`config.mk`:
```
export PLATFORM = sky130hd
export DESIGN_NAME = line_merge_buf_flat
export DESIGN_NICKNAME = d
export VERILOG_FILES = /design/src/rtl/line_merge_buf_if.sv /design/src/rtl/line_merge_buf.sv /design/src/flat_wrapper.sv
export SDC_FILE = /design/constraint.sdc
export NUM_CORES = 1
export LEC_CHECK = 0
export ABC_AREA = 0
export CAP_MARGIN = 30
export CORE_UTILIZATION = 48
export CTS_CLUSTER_SIZE = 25
export DETAILED_ROUTE_END_ITERATION = 7
export HOLD_SLACK_MARGIN = 0.08
export PLACE_DENSITY = 0.9
export SYNTH_ARGS = -nofsm -noshare
export SYNTH_HDL_FRONTEND = slang
export SYNTH_SLANG_ARGS = --single-unit
```
`constraint.sdc`:
```
create_clock -name clk -period 3 [get_ports clk]
set_clock_uncertainty 0.15 [all_clocks]
set_input_delay 0.6 -clock clk [delete_from_list [all_inputs] [get_ports clk]]
set_output_delay 0.6 -clock clk [all_outputs]
set_load 0.005 [all_outputs]
```
`src/rtl/line_merge_buf_if.sv`:
```
// Bus bundle for line_merge_buf: system write port, line-fetch port,
// write-back port and status. The master side is the surrounding system,
// the slave side is the merge buffer itself.
interface line_merge_buf_if #(
  parameter int LINE_WIDTH   = 64,
  parameter int WORD_WIDTH   = 32,
  parameter int OFFSET_WIDTH = 3,
  parameter int ADDR_WIDTH   = 32
);
  // System write port
  logic                               sys_wr_valid;
  logic                               sys_wr_ready;
  logic [ADDR_WIDTH-1:0]              sys_addr;
  logic [WORD_WIDTH-1:0]              sys_wdata;
  logic [WORD_WIDTH/8-1:0]            sys_bval;
  logic                               flush;

  // Line fetch
  logic                               rd_req;
  logic [ADDR_WIDTH-OFFSET_WIDTH-1:0] rd_addr;
  logic                               rd_valid;
  logic [LINE_WIDTH-1:0]              rd_data;

  // Line write-back
  logic                               wb_valid;
  logic                               wb_ready;
  logic [ADDR_WIDTH-OFFSET_WIDTH-1:0] wb_addr;
  logic [LINE_WIDTH-1:0]              wb_data;

  logic                               busy;

  modport master (
    output sys_wr_valid, sys_addr, sys_wdata, sys_bval, flush,
    output rd_valid, rd_data, wb_ready,
    input  sys_wr_ready, rd_req, rd_addr, wb_valid, wb_addr, wb_data, busy
  );

  modport slave (
    input  sys_wr_valid, sys_addr, sys_wdata, sys_bval, flush,
    input  rd_valid, rd_data, wb_ready,
    output sys_wr_ready, rd_req, rd_addr, wb_valid, wb_addr, wb_data, busy
  );
endinterface

```
`src/rtl/line_merge_buf.sv`:
```
// Single-line write-merge buffer. A write to an absent line fetches the
// line, merges the write into it and holds it so that further writes to the
// same line merge locally. The line is written back on flush, on a write to
// a different line, or after IDLE_LIMIT consecutive HOLD cycles without an
// accepted write.
module line_merge_buf #(
  parameter int LINE_WIDTH   = 64,
  parameter int WORD_WIDTH   = 32,
  parameter int OFFSET_WIDTH = 3,
  parameter int ADDR_WIDTH   = 32,
  parameter int IDLE_LIMIT   = 15
) (
  input logic              clk,
  input logic              rst_n,
  line_merge_buf_if.slave  bus
);

  localparam int WORD_BYTES = WORD_WIDTH / 8;
  localparam int BYTE_LSB   = $clog2(WORD_BYTES);
  localparam int LADDR_W    = ADDR_WIDTH - OFFSET_WIDTH;
  localparam logic [7:0] CNT_LIMIT = 8'(IDLE_LIMIT);

  localparam logic [1:0] ST_IDLE = 2'd0;
  localparam logic [1:0] ST_FILL = 2'd1;
  localparam logic [1:0] ST_HOLD = 2'd2;
  localparam logic [1:0] ST_WB   = 2'd3;

  logic [1:0]            r_state;
  logic [ADDR_WIDTH-1:0] r_cap_addr;
  logic [WORD_WIDTH-1:0] r_cap_wdata;
  logic [WORD_BYTES-1:0] r_cap_bval;
  logic [LINE_WIDTH-1:0] r_buf;
  logic [LADDR_W-1:0]    r_tag;
  logic [7:0]            r_idle_cnt;
  logic                  r_rd_req;

  logic [LADDR_W-1:0]    w_line_addr;
  logic                  w_line_hit;
  logic                  w_wr_ready;

  // Overlay the enabled bytes of one word onto a line; the word slot comes
  // from the byte offset with the within-word byte bits dropped.
  function automatic logic [LINE_WIDTH-1:0] merge(
    input logic [LINE_WIDTH-1:0]   line,
    input logic [OFFSET_WIDTH-1:0] off,
    input logic [WORD_WIDTH-1:0]   wdata,
    input logic [WORD_BYTES-1:0]   bval
  );
    logic [LINE_WIDTH-1:0] res;
    int                    base;
    res  = line;
    base = int'(off >> BYTE_LSB) * WORD_WIDTH;
    for (int b = 0; b < WORD_BYTES; b++) begin
      if (bval[b]) res[base + b*8 +: 8] = wdata[b*8 +: 8];
    end
    return res;
  endfunction

  assign w_line_addr = bus.sys_addr[ADDR_WIDTH-1:OFFSET_WIDTH];
  assign w_line_hit  = (w_line_addr == r_tag);

  // Write acceptance: always in IDLE, in HOLD only for the held line and
  // only when no flush is pending (flush wins over a same-line write).
  always_comb begin
    // NOTE: default first so every path assigns the output and no latch is inferred.
    w_wr_ready = 1'b0;
    case (r_state)
      ST_IDLE: w_wr_ready = 1'b1;
      ST_HOLD: w_wr_ready = !bus.flush && w_line_hit;
      default: w_wr_ready = 1'b0;
    endcase
  end

  assign bus.sys_wr_ready = w_wr_ready;
  assign bus.rd_req       = r_rd_req;
  assign bus.rd_addr      = r_cap_addr[ADDR_WIDTH-1:OFFSET_WIDTH];
  assign bus.wb_valid     = (r_state == ST_WB);
  assign bus.wb_addr      = r_tag;
  assign bus.wb_data      = r_buf;
  assign bus.busy         = (r_state != ST_IDLE);

  // State machine, fetch request pulse, line buffer and idle counter.
  always_ff @(posedge clk) begin
    if (!rst_n) begin
      // NOTE: the line buffer is a plain register, not a RAM, so it is cleared
      // here; an abandoned fill must leave no stale data visible on wb_data.
      r_state     <= ST_IDLE;
      r_cap_addr  <= '0;
      r_cap_wdata <= '0;
      r_cap_bval  <= '0;
      r_buf       <= '0;
      r_tag       <= '0;
      r_idle_cnt  <= '0;
      r_rd_req    <= 1'b0;
    end else begin
      // NOTE: non-blocking assignments so every register samples pre-edge values.
      r_rd_req <= 1'b0;
      case (r_state)
        ST_IDLE: begin
          if (bus.sys_wr_valid) begin
            r_cap_addr  <= bus.sys_addr;
            r_cap_wdata <= bus.sys_wdata;
            r_cap_bval  <= bus.sys_bval;
            r_rd_req    <= 1'b1;
            r_state     <= ST_FILL;
          end
        end
        ST_FILL: begin
          if (bus.rd_valid) begin
            r_buf      <= merge(bus.rd_data, r_cap_addr[OFFSET_WIDTH-1:0],
                                r_cap_wdata, r_cap_bval);
            r_tag      <= r_cap_addr[ADDR_WIDTH-1:OFFSET_WIDTH];
            r_idle_cnt <= '0;
            r_state    <= ST_HOLD;
          end
        end
        ST_HOLD: begin
          if (bus.flush) begin
            r_state <= ST_WB;
          end else if (bus.sys_wr_valid && w_line_hit) begin
            r_buf      <= merge(r_buf, bus.sys_addr[OFFSET_WIDTH-1:0],
                                bus.sys_wdata, bus.sys_bval);
            r_idle_cnt <= '0;
          end else if (bus.sys_wr_valid) begin
            r_state <= ST_WB;
          end else begin
            if (r_idle_cnt != 8'hFF) r_idle_cnt <= r_idle_cnt + 8'd1;
            if (r_idle_cnt >= CNT_LIMIT - 8'd1) r_state <= ST_WB;
          end
        end
        ST_WB: begin
          if (bus.wb_ready) r_state <= ST_IDLE;
        end
        default: r_state <= ST_IDLE;
      endcase
    end
  end

endmodule

```
`src/flat_wrapper.sv`:
```
// flat-port wrapper written by rule: the top's interface ports become plain ports
module line_merge_buf_flat 
#(
  parameter int LINE_WIDTH   = 64,
  parameter int WORD_WIDTH   = 32,
  parameter int OFFSET_WIDTH = 3,
  parameter int ADDR_WIDTH   = 32,
  parameter int IDLE_LIMIT   = 15
)
  (clk, rst_n, bus_sys_wr_valid, bus_sys_addr, bus_sys_wdata, bus_sys_bval, bus_flush, bus_rd_valid, bus_rd_data, bus_wb_ready, bus_sys_wr_ready, bus_rd_req, bus_rd_addr, bus_wb_valid, bus_wb_addr, bus_wb_data, bus_busy);
  line_merge_buf_if #(.LINE_WIDTH(LINE_WIDTH), .WORD_WIDTH(WORD_WIDTH), .OFFSET_WIDTH(OFFSET_WIDTH), .ADDR_WIDTH(ADDR_WIDTH)) bus_i ();
  input logic clk;
  input logic rst_n;
  input wire logic [$bits(bus_i.sys_wr_valid)-1:0] bus_sys_wr_valid;
  input wire logic [$bits(bus_i.sys_addr)-1:0] bus_sys_addr;
  input wire logic [$bits(bus_i.sys_wdata)-1:0] bus_sys_wdata;
  input wire logic [$bits(bus_i.sys_bval)-1:0] bus_sys_bval;
  input wire logic [$bits(bus_i.flush)-1:0] bus_flush;
  input wire logic [$bits(bus_i.rd_valid)-1:0] bus_rd_valid;
  input wire logic [$bits(bus_i.rd_data)-1:0] bus_rd_data;
  input wire logic [$bits(bus_i.wb_ready)-1:0] bus_wb_ready;
  output wire logic [$bits(bus_i.sys_wr_ready)-1:0] bus_sys_wr_ready;
  output wire logic [$bits(bus_i.rd_req)-1:0] bus_rd_req;
  output wire logic [$bits(bus_i.rd_addr)-1:0] bus_rd_addr;
  output wire logic [$bits(bus_i.wb_valid)-1:0] bus_wb_valid;
  output wire logic [$bits(bus_i.wb_addr)-1:0] bus_wb_addr;
  output wire logic [$bits(bus_i.wb_data)-1:0] bus_wb_data;
  output wire logic [$bits(bus_i.busy)-1:0] bus_busy;
  assign bus_i.sys_wr_valid = bus_sys_wr_valid;
  assign bus_i.sys_addr = bus_sys_addr;
  assign bus_i.sys_wdata = bus_sys_wdata;
  assign bus_i.sys_bval = bus_sys_bval;
  assign bus_i.flush = bus_flush;
  assign bus_i.rd_valid = bus_rd_valid;
  assign bus_i.rd_data = bus_rd_data;
  assign bus_i.wb_ready = bus_wb_ready;
  assign bus_sys_wr_ready = bus_i.sys_wr_ready;
  assign bus_rd_req = bus_i.rd_req;
  assign bus_rd_addr = bus_i.rd_addr;
  assign bus_wb_valid = bus_i.wb_valid;
  assign bus_wb_addr = bus_i.wb_addr;
  assign bus_wb_data = bus_i.wb_data;
  assign bus_busy = bus_i.busy;
  line_merge_buf #(.LINE_WIDTH(LINE_WIDTH), .WORD_WIDTH(WORD_WIDTH), .OFFSET_WIDTH(OFFSET_WIDTH), .ADDR_WIDTH(ADDR_WIDTH), .IDLE_LIMIT(IDLE_LIMIT)) u_core (.clk(clk), .rst_n(rst_n), .bus(bus_i));
endmodule
```
# Word level (Yosys, flattened, before mapping)
# Index checks and enable logic that the tools add are counted.
[totals]
register_bits = 172
mem_bits_ro = 0
ramBits = 0
n_memories = 0
latch_bits = 0
input_bits = 138
out_inout_bits = 126
word_cells = 123
[op_classes]
n_reduce_logical = 12
add_sub_neg = 15
n_mul = 0
div = 0
n_eq_ne = 14
n_lt_le_gt_ge = 1
n_mux = 57
bitwise_logic = 0
n_shift = 16
[op_table]
columns = ["op", "count"]
rows = [
  ["two-way mux 64 bit", 32],
  ["bitwise mux 64 bit", 8],
  ["variable shift 8 x 33 -> 64 bit (first input constant)", 8],
  ["indexed part select 8 x 33 -> 64 bit", 8],
  ["negator 32 -> 33 bit", 6],
  ["one-hot mux 64 bit (2 select lines)", 1],
  ["negator 6 -> 33 bit", 2],
  ["two-way mux 8 bit", 5],
  ["equality test 29 bit", 1],
  ["adder 6 x 5 -> 7 bit (second input constant)", 4],
  ["one-hot mux 8 bit (2 select lines)", 1],
  ["adder 6 x 4 -> 7 bit (second input constant)", 2],
  ["two-way mux 2 bit", 7],
  ["AND reduction 5 bit", 2],
  ["adder 8 x 1 -> 8 bit (second input constant)", 1],
  ["greater-or-equal comparator 8 x 4 -> 1 bit (second input constant)", 1],
  ["inequality test 2 bit (second input constant)", 4],
  ["inequality test 8 bit (second input constant)", 1],
  ["one-hot mux 2 bit (4 select lines)", 1],
  ["AND reduction 2 bit", 3],
  ["equality test 2 bit (second input constant)", 2],
  ["inequality test 4 x 3 -> 1 bit (second input constant)", 1],
  ["AND reduction 4 bit", 1],
  ["nonzero test 2 bit", 2],
  ["other kinds (10)", 11],
]

# Depth between registers and ports, before layout
[logic_depth]
word_depth = 25
depth_mapped = 10
mapped_depth_nobuf = 8

# Least setup slack after synthesis
# No wires, ideal clock.
[synth_timing]
kind = "in2reg"
start = "input port bus_sys_addr[10]"
end = "register u_core.r_idle_cnt[0]"
required_time_ps = 2734
cell_stages = 8
arrival_time_ps = 1990
setup_time_ps = 116
setup_slack_ps = 745
n_path_buf = 2
path_cell_list = "xnor2_1 nand4_1 nor4_2 a31oi_1 buf_2 buf_6 a21o_1 a31o_1"
[synth_via]
elab_chain_cells = 5
word_cells_on_any_way = 8
classes_between = "eq/ne (3); mux (3); reduce/logical (2)"
[synth_rtl]
columns = ["item", "line_no", "text"]
rows = [
  ["from (decl)", "flat_wrapper.sv:15", "input wire logic [$bits(bus_i.sys_addr)-1:0] bus_sys_addr;"],
  ["equality test 29 bit (*)", "line_merge_buf.sv:60", "assign w_line_hit = (w_line_addr == r_tag);"],
  ["logical AND 1 bit (*)", "line_merge_buf.sv:120", "end else if (bus.sys_wr_valid && w_line_hit) begin"],
  ["two-way mux 8 bit", "line_merge_buf.sv:120", ""],
  ["two-way mux 8 bit", "line_merge_buf.sv:118", "if (bus.flush) begin"],
  ["one-hot mux 8 bit (2 select lines)", "line_merge_buf.sv:98", "case (r_state)"],
  ["to (signal assigned)", "line_merge_buf.sv:127", "if (r_idle_cnt != 8'hFF) r_idle_cnt <= r_idle_cnt + 8'd1;"],
  ["to (decl)", "line_merge_buf.sv:34", "logic [7:0] r_idle_cnt;"],
]
# Mark *: on every way between the ends. The rest lies on a longest branch, timed or not. The select of a mux whose other input is x is not followed.
# A chain may end at the register's enable or synchronous reset.

# Final worst setup path
[layout_timing]
start = "input port bus_sys_addr[31]"
end = "output port bus_sys_wr_ready"
[layout_via]
elab_chain_cells = 3
[layout_rtl]
columns = ["item", "line_no", "text"]
rows = [
  ["equality test 29 bit", "line_merge_buf.sv:60", ""],
  ["logical AND 1 bit", "line_merge_buf.sv:69", "ST_HOLD: w_wr_ready = !bus.flush && w_line_hit;"],
  ["one-hot mux 1 bit (2 select lines)", "line_merge_buf.sv:67", "case (r_state)"],
  ["to (decl)", "flat_wrapper.sv:22", "output wire logic [$bits(bus_i.sys_wr_ready)-1:0] bus_sys_wr_ready;"],
]
# Every way passes these cells.

==> metrics.md <==
| Metric | Value |
|---|---|
| Outcome | `completed` |
| Worst-path cell with the longest stage delay | `clkdlybuf4s50_1` |
| Setup_tns | `0 ps` |
| #FFs+latches synth | `170` |
| CP Launch Type | `primary input` |
| DP HPWL | `17,800 µm` |
| CTS Root Cell | `clkbuf_16` |
| Number of setup violations in the final report | `0` |
| CTS tree | `done` |
| VDD IR max | `0.517 mV` |
| Antenna violations before repair | `1` |
| Slew @ Worst Pin | `687 ps` |
| Total Nets Final | `1,387` |
| Min-delay worst type | `flip-flop to flip-flop` |
| Sequential share of power | `33.5%` |
| Antenna-violating nets left | `0` |
| Total CTS buffers | `17` |
| Syn_nets | `1,186` |
| Fin crit share | `97.9%` |
| Data required, critical path | `2250 ps` |
| Vias | `8,367` |
| Post-place setup slack | `-262 ps` |
| WL/cell | `17.6 µm` |
| Max-slew violations | `0` |
| Total of max-cap violations | `0` |
| Post-synth top area share | `38.9%` |
| WS Path Type | `primary input to primary output` |
| Combinational share of power | `43.4%` |
| Fillers | `1,420` |
| Worst reg2reg setup slack | `410 ps` |
| Reg clk slew, reported paths | `70 ps` |
| Largest cells by area after synthesis | `dfxtp_1 (39%), nand2_1 (12%), a21boi_0 (8.3%), mux2i_1 (7.4%), o311a_1 (7.3%)` |
| Psw | `3.37 mW` |
| Worst-case reg-to-reg path depth | `9` |
| Int Power | `6.10 mW` |
| Clk sinks | `170` |
| Most common flop cell mapped by yosys | `dfxtp_1` |
| Placed cell count | `1,449` |
| Mean Syn Cell Area | `8.40 µm²` |
| Worst path max stage delay | `470 ps` |
| Finished Layout Cells | `1,486` |
| Buffers on Ports | `261` |
| Chip width | `137 µm` |
| Area Overhead vs Synth | `37.7%` |
| Row count | `49` |
| Chip height | `137 µm` |
| Top Ports | `264` |
| F_max | `341 MHz` |
| Critical path endpoint category | `primary output` |
| Number of synthesized flops with an enable pin | `0` |
| Core Box Area | `0.0179 mm²` |
| Post-synthesis cell count | `1,042` |
| Post-CTS Hold Buffers | `0` |
| Count of final hold-check violations | `0` |
| H-tree lvl count | `4` |
| Initial Util | `48.9%` |
| Clock Latency Late Sink | `430 ps` |
| Register area share after synthesis | `38.9%` |
| Synth async-reset ratio | `0%` |
| DR pass1 iterations | `5` |
| RR Endpoint | `u_core.bus.wb_data[9]$_SDFFE_PN0P_` |
| Clk network pwr share | `23.1%` |
| Hold depth | `2` |
| Most frequent cells after synthesis | `nand2_1 (269), dfxtp_1 (170), a21boi_0 (97)` |
| Leak pwr | `4.83 nW` |
| R2r startpoint | `u_core.bus.wb_addr[18]$_SDFFE_PN0P_` |
| Grt total ovfl | `0` |
| Worst Path Arrival | `2190 ps` |
| Share of cells above drive strength 1 | `6.53%` |
| Largest net degree at the start of global routing | `112` |
| Hold_ws | `330 ps` |
| Post-Syn Area | `0.00876 mm²` |
| Worst Slack Setup Final | `63.5 ps` |
| # DRC | `0` |
| Synthesis Warnings | `0` |
| Hold Path Sink | `u_core.bus.wb_addr[10]$_SDFFE_PN0P_` |
| Final wirelength | `26,100 µm` |
| Post-synth top area cell | `dfxtp_1` |
| Most numerous cell in the Yosys netlist | `nand2_1` |
| Worst slew margin | `54.2%` |
| Via/cell ratio | `5.63` |
| Die area | `0.0188 mm²` |
| First-pass GRT wire length | `39,900 µm` |
| Placer congestion estimate | `0.899` |
| CP cell instances | `clkdlybuf4s50_1 -> xnor2_2 -> nand4_1 -> nor4_2 -> nand3_1 -> nand2_1 -> clkdlybuf4s15_1` |
| Switching portion of total power | `35.6%` |
| Worst-path maximum fanout | `2` |
| Total track usage | `27.2%` |
| Minimum clock period | `2940 ps` |
| Post-synthesis cell type count | `36` |
| DRT iter0 DRCs | `498` |
| Vias in the first global route | `7,738` |
| Worst hold start | `u_core.r_cap_addr[13]$_SDFFE_PN0P_` |
| Power Dens Cells | `786 mW/mm²` |
| CTS Buffer Depth | `2` |
-- through the flow --
stage               util (%)  power, mW  area [µm²]
floorplan                  -       5.48        8760
global placement        63.5       7.16       11400
detailed placement      63.5       7.27       11400
CTS                     67.1       9.48       12000
global route            67.4       10.0       12100
finish                  67.4       9.47       12100
-- routing by layer --
metal | track usage [%] | vias to the layer above | routed length [µm]
li1 | - | 4048 | -
met1 | 33.3 | 3935 | 10700
met2 | 44.7 | 324 | 12600
met3 | 6.30 | 60 | 1980
met4 | 13.4 | 0 | 865
met5 | 0 | - | 0
-- critical path: cells and delay by family --
| kind | cells | cell delay [ps] |
|---|---|---|
| buffers and inverters | 2 | 680 |
| AND/OR/NAND/NOR | 4 | 680 |
| XOR/XNOR | 1 | 230 |
-- power by group through the flow --
| stage | registers [mW] | logic [mW] | clock network (mW) |
|---|---|---|---|
| after global routing | 3.24 | 4.47 | 2.31 |
| after CTS | 3.17 | 4.09 | 2.21 |
| after detailed placement | 3.21 | 4.06 | 0 |
| after floorplan | 3.18 | 2.30 | 0 |
| final | 3.18 | 4.11 | 2.19 |
| after global placement | 3.19 | 3.96 | 0 |
-- final cells by class --
| class | instances | area [µm²] | share of cell area, % |
|---|---|---|---|
| Clock buffer | 18 | 429 | 3.56 |
| Antenna cell | 1 | 2.50 | 0.0207 |
| Timing Repair Buffer | 297 | 2950 | 24.4 |
| Inverter | 8 | 33.8 | 0.280 |
| Clock inverter | 14 | 153 | 1.27 |
| Multi-Input combinational cell | 749 | 4810 | 39.9 |
| Tap cell | 229 | 287 | 2.38 |
| Sequential cell | 170 | 3400 | 28.2 |
-- worst max path at each step --
stage / startpoint / endpoint / slack [ps] / depth (start not counted)
6_report: bus_sys_addr[31] / bus_sys_wr_ready / 60 / 7
5_1_grt: bus_sys_addr[31] / bus_sys_wr_ready / -10 / 7
4_1_cts: bus_sys_addr[11] / bus_sys_wr_ready / 60 / 8
3_5_place_dp: bus_sys_addr[21] / bus_sys_wr_ready / -260 / 7
3_3_place_gp: bus_sys_addr[21] / bus_sys_wr_ready / -230 / 7
2_1_floorplan: bus_sys_addr[10] / u_core.r_idle_cnt[0]$_SDFFE_PN0P_ / 740 / 8
-- registers in the layout, summed over array words and instances (netlist names) --
name,flops
u_core.bus.wb_data,64
u_core.r_cap_addr,30
u_core.r_idle_cnt,8
u_core.r_state,2
u_core.r_cap_wdata,32
u_core.r_cap_bval,4
u_core.bus.wb_addr,29
u_core.bus.rd_req,1
-- cell usage in the layout, fill, tap and decap left out, types with 3 or more instances in the layout --
master,instances
nand2_1,268
clkdlybuf4s50_1,253
dfxtp_1,170
a21boi_0,97
o21bai_1,65
mux2i_1,65
o21ai_0,64
o311a_1,64
buf_4,33
xnor2_1,21
clkbuf_16,17
and3_1,13
nand3_1,10
nand4_1,9
inv_1,7
nor3_1,6
dlymetal6s2s_1,6
xnor2_2,5
nor2_1,5
nand2b_1,5
a21o_1,5
a31o_1,5
and2_1,5
ha_1,5
inv_6,5
a21oi_1,4
o21ai_1,4
a41o_1,4
buf_12,4
xor2_1,3
nor4_2,3
clkinvlp_4,3
inv_8,3
-- logic make-up (layout without fill, tap and decap cells) --
| group | Yosys count | count (layout) | synth area share, % |
|---|---|---|---|
| AND/OR/NAND/NOR | 330 | 330 | 15.6 |
| AO/OA/AOI/OAI | 319 | 319 | 27.3 |
| flip-flops | 170 | 170 | 38.9 |
| buffers and inverters | 123 | 337 | 7.07 |
| multiplexers | 65 | 65 | 7.43 |
| XOR/XNOR | 29 | 29 | 2.90 |
| adder cells (fa/ha/maj) | 6 | 6 | 0.857 |
| other | 0 | 1 | 0 |
-- repair_timing --
action / CTS / global route
gates cloned: 0 / 0
pin swaps: 3 / 6
buffers inserted: 3 / 1
setup endpoints to repair: 1 / 1
endpoints found under the hold margin: 0 / 0
resized for setup: 6 / 11
Note: power is estimated with default switching activity, not from simulation.
